==> config.mk <==
export PLATFORM = sky130hd
export DESIGN_NAME = breath_remainder_collector
export DESIGN_NICKNAME = d
export VERILOG_FILES = /design/src/rtl/saltflower_breath_pkg.sv /design/src/rtl/breath_record_fifo.sv /design/src/rtl/breath_remainder_collector.sv
export SDC_FILE = /design/constraint.sdc
export NUM_CORES = 1
export LEC_CHECK = 0
export ABC_CLOCK_PERIOD_IN_PS = 6150
export CORE_ASPECT_RATIO = 0.7
export CORE_MARGIN = 4
export CORE_UTILIZATION = 59
export CTS_CLUSTER_SIZE = 40
export DETAILED_ROUTE_END_ITERATION = 7
export PLACE_DENSITY_LB_ADDON = 0.12
export REMOVE_ABC_BUFFERS = 1
export SLEW_MARGIN = 20
export SYNTH_ARGS = -nofsm -noshare
export SYNTH_HDL_FRONTEND = slang
export SYNTH_SLANG_ARGS = --single-unit
export TNS_END_PERCENT = 100
==> constraint.sdc <==
create_clock -name clk -period 6.15 [get_ports clk]
set_input_delay 1.5375 -clock clk [delete_from_list [all_inputs] [get_ports clk]]
set_output_delay 1.5375 -clock clk [all_outputs]
set_load 0.05 [all_outputs]
==> src/rtl/saltflower_breath_pkg.sv <==
// Shared types for the helical NAND array breath pipeline.
// Holds the collector FSM encoding, the breath record layout and a popcount helper.
package saltflower_breath_pkg;

    localparam int CELL_COUNT  = 8;
    localparam int REM_COUNT_W = 4;

    typedef enum logic [2:0] {
        IDLE,
        KICK,
        ARMED,
        CAPTURE,
        WAIT
    } collector_state_t;

    typedef struct packed {
        logic [CELL_COUNT-1:0]  data;
        logic [CELL_COUNT-1:0]  rem;
        logic [REM_COUNT_W-1:0] rem_count;
        logic                   violation;
    } breath_record_t;

    function automatic logic [REM_COUNT_W-1:0] popcount(
        input logic [CELL_COUNT-1:0] v
    );
        logic [REM_COUNT_W-1:0] n;
        n = '0;
        for (int i = 0; i < CELL_COUNT; i++) begin
            n = n + {{(REM_COUNT_W-1){1'b0}}, v[i]};
        end
        return n;
    endfunction

endpackage

==> src/rtl/breath_record_fifo.sv <==
// First-word fall-through FIFO of breath records.
// A push into a full FIFO is taken only when a pop happens in the same cycle.
module breath_record_fifo
    import saltflower_breath_pkg::*;
#(
    parameter  int DEPTH = 4,
    localparam int AW    = $clog2(DEPTH),
    localparam int LW    = AW + 1
) (
    input  logic           clk,
    input  logic           rst_n,
    input  logic           push,
    input  breath_record_t din,
    input  logic           pop,
    output breath_record_t dout,
    output logic           push_ok,
    output logic           full,
    output logic           empty,
    output logic [LW-1:0]  level
);

    breath_record_t mem [DEPTH];
    logic [AW-1:0]  wr_ptr;
    logic [AW-1:0]  rd_ptr;
    logic [LW-1:0]  count;
    logic           pop_ok;

    assign full    = (count == LW'(DEPTH));
    assign empty   = (count == '0);
    assign pop_ok  = pop & ~empty;
    assign push_ok = push & (~full | pop_ok);
    assign level   = count;
    assign dout    = empty ? '0 : mem[rd_ptr];

    // Pointer and occupancy bookkeeping; pointers wrap naturally at DEPTH.
    always_ff @(posedge clk or negedge rst_n) begin
        if (!rst_n) begin
            wr_ptr <= '0;
            rd_ptr <= '0;
            count  <= '0;
        end else begin
            if (push_ok) wr_ptr <= wr_ptr + AW'(1);
            if (pop_ok)  rd_ptr <= rd_ptr + AW'(1);
            count <= count + LW'(push_ok) - LW'(pop_ok);
        end
    end

    // Record storage; contents are only visible while non-empty.
    always_ff @(posedge clk) begin
        if (push_ok) mem[wr_ptr] <= din;
    end

endmodule

==> src/rtl/breath_remainder_collector.sv <==
// Captures one record per breath from the NAND array and streams it out.
// Optional COLLECTOR_STATS_EN adds saturating breath/violation counters.
module breath_remainder_collector
    import saltflower_breath_pkg::*;
#(
    parameter  int DEPTH      = 4,
    parameter  bit AUTO_REARM = 1'b1,
    localparam int LW         = $clog2(DEPTH) + 1
) (
    input  logic                   clk,
    input  logic                   rst_n,
    input  logic                   enable,
    input  logic [CELL_COUNT-1:0]  arr_data,
    input  logic [CELL_COUNT-1:0]  arr_remainders,
    input  logic                   arr_violation,
    input  logic                   arr_breath_complete,
    output logic                   start_breath,
    input  logic                   rearm_req,
    output logic                   out_valid,
    input  logic                   out_ready,
    output logic [CELL_COUNT-1:0]  out_data,
    output logic [CELL_COUNT-1:0]  out_remainders,
    output logic [REM_COUNT_W-1:0] out_rem_count,
    output logic                   out_violation,
    output logic                   overflow,
    input  logic                   clr_overflow,
    output logic [LW-1:0]          level
`ifdef COLLECTOR_STATS_EN
    ,
    output logic [15:0]            breath_count,
    output logic [15:0]            violation_count
`endif
);

    collector_state_t state;
    collector_state_t state_nxt;
    logic             bc_prev;
    logic             window;
    logic             capture;
    logic             pop;
    logic             push_ok;
    logic             full;
    logic             empty;
    logic             full_after;
    logic [LW-1:0]    lvl_next;
    breath_record_t   rec;
    breath_record_t   head;

    assign capture = (state == CAPTURE);
    assign pop     = out_valid & out_ready;

    assign rec.data      = arr_data;
    assign rec.rem       = arr_remainders;
    assign rec.rem_count = popcount(arr_remainders);
    assign rec.violation = window | arr_violation;

    assign lvl_next   = level + LW'(push_ok) - LW'(pop);
    assign full_after = (lvl_next == LW'(DEPTH));

    breath_record_fifo #(.DEPTH(DEPTH)) u_fifo (
        .clk     (clk),
        .rst_n   (rst_n),
        .push    (capture),
        .din     (rec),
        .pop     (pop),
        .dout    (head),
        .push_ok (push_ok),
        .full    (full),
        .empty   (empty),
        .level   (level)
    );

    assign out_valid      = ~empty;
    assign out_data       = head.data;
    assign out_remainders = head.rem;
    assign out_rem_count  = head.rem_count;
    assign out_violation  = head.violation;

    // FSM state register.
    always_ff @(posedge clk or negedge rst_n) begin
        if (!rst_n) state <= IDLE;
        else        state <= state_nxt;
    end

    // FSM next-state; a CAPTURE still pushes even when enable drops.
    always_comb begin
        state_nxt = state;
        unique case (state)
            IDLE:    if (enable) state_nxt = KICK;
            KICK:    state_nxt = ARMED;
            ARMED:   if (arr_breath_complete && !bc_prev) state_nxt = CAPTURE;
            CAPTURE: state_nxt = (AUTO_REARM && !full_after) ? KICK : WAIT;
            WAIT:    if ((AUTO_REARM && !full) || rearm_req) state_nxt = KICK;
            default: state_nxt = IDLE;
        endcase
        if (!enable) state_nxt = IDLE;
    end

    // FSM outputs.
    always_comb begin
        start_breath = 1'b0;
        if (state == KICK) start_breath = 1'b1;
    end

    // Breath-complete edge history and per-breath violation window.
    always_ff @(posedge clk or negedge rst_n) begin
        if (!rst_n) begin
            bc_prev <= 1'b0;
            window  <= 1'b0;
        end else begin
            bc_prev <= arr_breath_complete;
            if (state == KICK)       window <= 1'b0;
            else if (state == ARMED) window <= window | arr_violation;
        end
    end

    // Sticky overflow; a dropped capture wins over a clear.
    always_ff @(posedge clk or negedge rst_n) begin
        if (!rst_n)                  overflow <= 1'b0;
        else if (capture && !push_ok) overflow <= 1'b1;
        else if (clr_overflow)        overflow <= 1'b0;
    end

`ifdef COLLECTOR_STATS_EN
    // Saturating capture statistics, dropped captures included.
    always_ff @(posedge clk or negedge rst_n) begin
        if (!rst_n) begin
            breath_count    <= '0;
            violation_count <= '0;
        end else if (clr_overflow) begin
            breath_count    <= '0;
            violation_count <= '0;
        end else if (capture) begin
            if (breath_count != 16'hFFFF)
                breath_count <= breath_count + 16'd1;
            if (rec.violation && violation_count != 16'hFFFF)
                violation_count <= violation_count + 16'd1;
        end
    end
`endif

endmodule

==> results.cfg <==
[setup_path]
cp_data_required_time_ns = 4.61
worstPathBufferInverterCount = 2
critical_path_class = reg -> out
crit_chain = buf_4 -> mux4_2 -> and2_1 -> clkdlybuf4s50_1
r2r_cells = 9
cpPeakStageDelay_ns = 0.99
critPathCaptureType = output port
crit_cells = 4
start_kind = register
rrSetupSlack_ns = 3.78
crit_fanout = 16
cp_top_family = buffers and inverters
slowest_stage = dfrtp_1
crit_arrival_ns = 3.10

[finish]
multi_input_area_sq_mm = 0.00115
final_common_cell = edfxtp_1
seqCellArea_sq_mm = 0.00285
diodes = 0
fillCellCount = 447
syn_to_final_growth_pct = 18.3
drive_gt1_share_pct = 16.3
finalNetCount = 316
utilization_pct = 71.9
final_cell_mix = edfxtp_1, clkdlybuf4s50_1, and2_1, mux4_2, inv_1
finalNonFillerCells = 376

[cts]
cts_made_buffers = 9
clock-sinks = 97
path_clk_slew_ns = 0.09
post_cts_resized = 0
cts_root_buffer = clkbuf_8
cts_tree = yes
cts_setup_buffers = 0
ctsHoldBuffers = 0
clock_latency_ns = 0.34
clock_path_buffers = 2
htree_levels = 3

[floorplan]
core_sq_mm = 0.00679
row_count = 25
dieArea_sq_mm = 0.00842
fp.dieH_microns = 78.0
die_x_microns = 108
initial_core_util_pct = 60.8
io_pins = 51

[worst_hold_path]
hp-class = reg -> reg
hold_depth = 1

[global_route]
grt_util_all_layers_pct = 18.2
antenna_found_initial = 0
grt-ovfl-total = 0
grt_max_degree = 25
grt_pass1_vias = 2114
grt_pass1_wl_microns = 11300

[synth]
synth_cells = 223
ys_types = 32
async_flop_share_pct = 13.4
synth_edf_count = 84
syn_avg_cell_area_sq_um = 18.5
synth_ff_type = edfxtp_1
syn_area_sq_mm = 0.00413
ys_ff_latch = 97
yosys_warnings = 0
seq_area_frac_synth_pct = 69.0

[timing]
fin_worst_skew_ns = 0.00938
fin_crit_sh_pct = 75.4
relSlewSlack_pct = 28.3
fin_tns_setup_ns = 0
fmax_mhz = 216
setup_viol = 0
final-hold-violation-count = 0
rsz0062_at_grt = false
worst_pin_slew_ns = 1.08
min_period_ns = 4.64
maxSlewViolCount = 0

[drt]
post-route-drc-count = 0
avgRoutedWirePerCell_microns = 18.5
vias = 2020
wirelength_microns = 6940
dr.pass1.iters = 4
drt_iter0_markers = 84
final_antenna_net_count = 0
via_per_inst = 5.37

[power_and_ir_drop]
p_leak_nw = 1.69
finalPower_w = 0.00239
ir_drop_v = 0.000308
powerDensity_mw_per_mm2 = 490

[place]
gp_congestion = 0.822
place_inst = 360
numPortBuffers = 50
place_hpwl_microns = 4470

[run_status]
status = completed

[flow_run]
drv_cap = 0
-- stage by stage --
step	setup slack (ns)	area, sq um	hold slack [ns]
4_1_cts	1.41	4880	0.527
2_1_floorplan	2.13	4070	0.467
3_3_place_gp	1.55	4690	0.501
5_1_grt	1.26	4880	0.575
6_report	1.51	4880	0.526
3_5_place_dp	1.46	4690	0.509
-- per-layer routing --
layer / GRT usage, % / up-vias / share of wire [%]
li1: - / 942 / -
met1: 26.2 / 1027 / 48
met2: 27.9 / 46 / 48
met3: 5.40 / 5 / 3.8
met4: 4.16 / 0 / 0.58
met5: 0 / - / 0
-- sequential cells by signal, indices dropped and copies added (netlist names) --
register,flops
u_fifo.wr_ptr,2
u_fifo.rd_ptr,2
u_fifo.mem,84
bc_prev,1
window,1
u_fifo.level,3
overflow,1
state,3
-- final cells by class --
class | count | share of cell area (%)
Timing Repair Buffer | 51 | 10.4
Clock inverter | 5 | 1.15
Tap cell | 94 | 2.41
Sequential cell | 97 | 58.3
Inverter | 18 | 1.38
Clock buffer | 11 | 2.69
Multi-Input combinational cell | 100 | 23.6
-- report_power, final --
part / total (W) / switching, W / internal [W]
Sequential: 0.000900 / 0.000103 / 0.000797
Clock: 0.000390 / 0.000203 / 0.000187
Combinational: 0.00110 / 0.000645 / 0.000460
Total: 0.00239 / 0.000951 / 0.00144
-- kinds of logic after synthesis --
logic type               share of synthesized area [%]
buffers and inverters                             3.15
flip-flops                                        69.0
XOR/XNOR                                          1.91
AO/OA/AOI/OAI                                     1.24
AND/OR/NAND/NOR                                   7.61
adder cells (fa/ha/maj)                           5.27
multiplexers                                      11.8
-- cells in the mapped netlist, types with 2 or more instances --
| library cell | instances | area share [%] |
|---|---|---|
| edfxtp_1 | 84 | 61 |
| and2_1 | 27 | 4.1 |
| mux4_2 | 21 | 11 |
| inv_1 | 18 | 1.6 |
| dfrtp_1 | 13 | 7.9 |
| ha_1 | 11 | 3.3 |
| xnor2_1 | 7 | 1.5 |
| buf_6 | 4 | 1.1 |
| fa_1 | 4 | 1.9 |
| o21ai_0 | 4 | 0.49 |
| a21oi_1 | 3 | 0.36 |
| buf_2 | 2 | 0.24 |
| clkbuf_1 | 2 | 0.18 |
| nand2_1 | 2 | 0.18 |
| nor2_4 | 2 | 0.55 |
| nor2b_1 | 2 | 0.30 |
| xor2_1 | 2 | 0.42 |
-- worst paths after layout --
kind	to	from
worst max-delay path	out_data[1]	u_fifo.rd_ptr[0]$_DFFE_PN0P_
worst min-delay path	state[1]$_DFFE_PN0P_	state[2]$_DFFE_PN0P_
worst max register to register	state[2]$_DFFE_PN0P_	u_fifo.level[1]$_DFF_PN0_
worst min register to register	state[1]$_DFFE_PN0P_	state[2]$_DFFE_PN0P_
max in group asynchronous	state[0]$_DFFE_PN0P_	rst_n
min in group asynchronous	u_fifo.level[2]$_DFF_PN0_	rst_n
-- worst register-to-register path: stages, from the launching register on --
cell	delay (ns)
dfrtp_1	0.42
or3b_4	0.45
nor2_4	0.11
nor2_4	0.06
ha_1	0.18
ha_1	0.18
xnor2_1	0.30
xnor2_1	0.19
nor4bb_1	0.26
o21a_1	0.14
No activity file was read; power rests on OpenSTA's default activity.
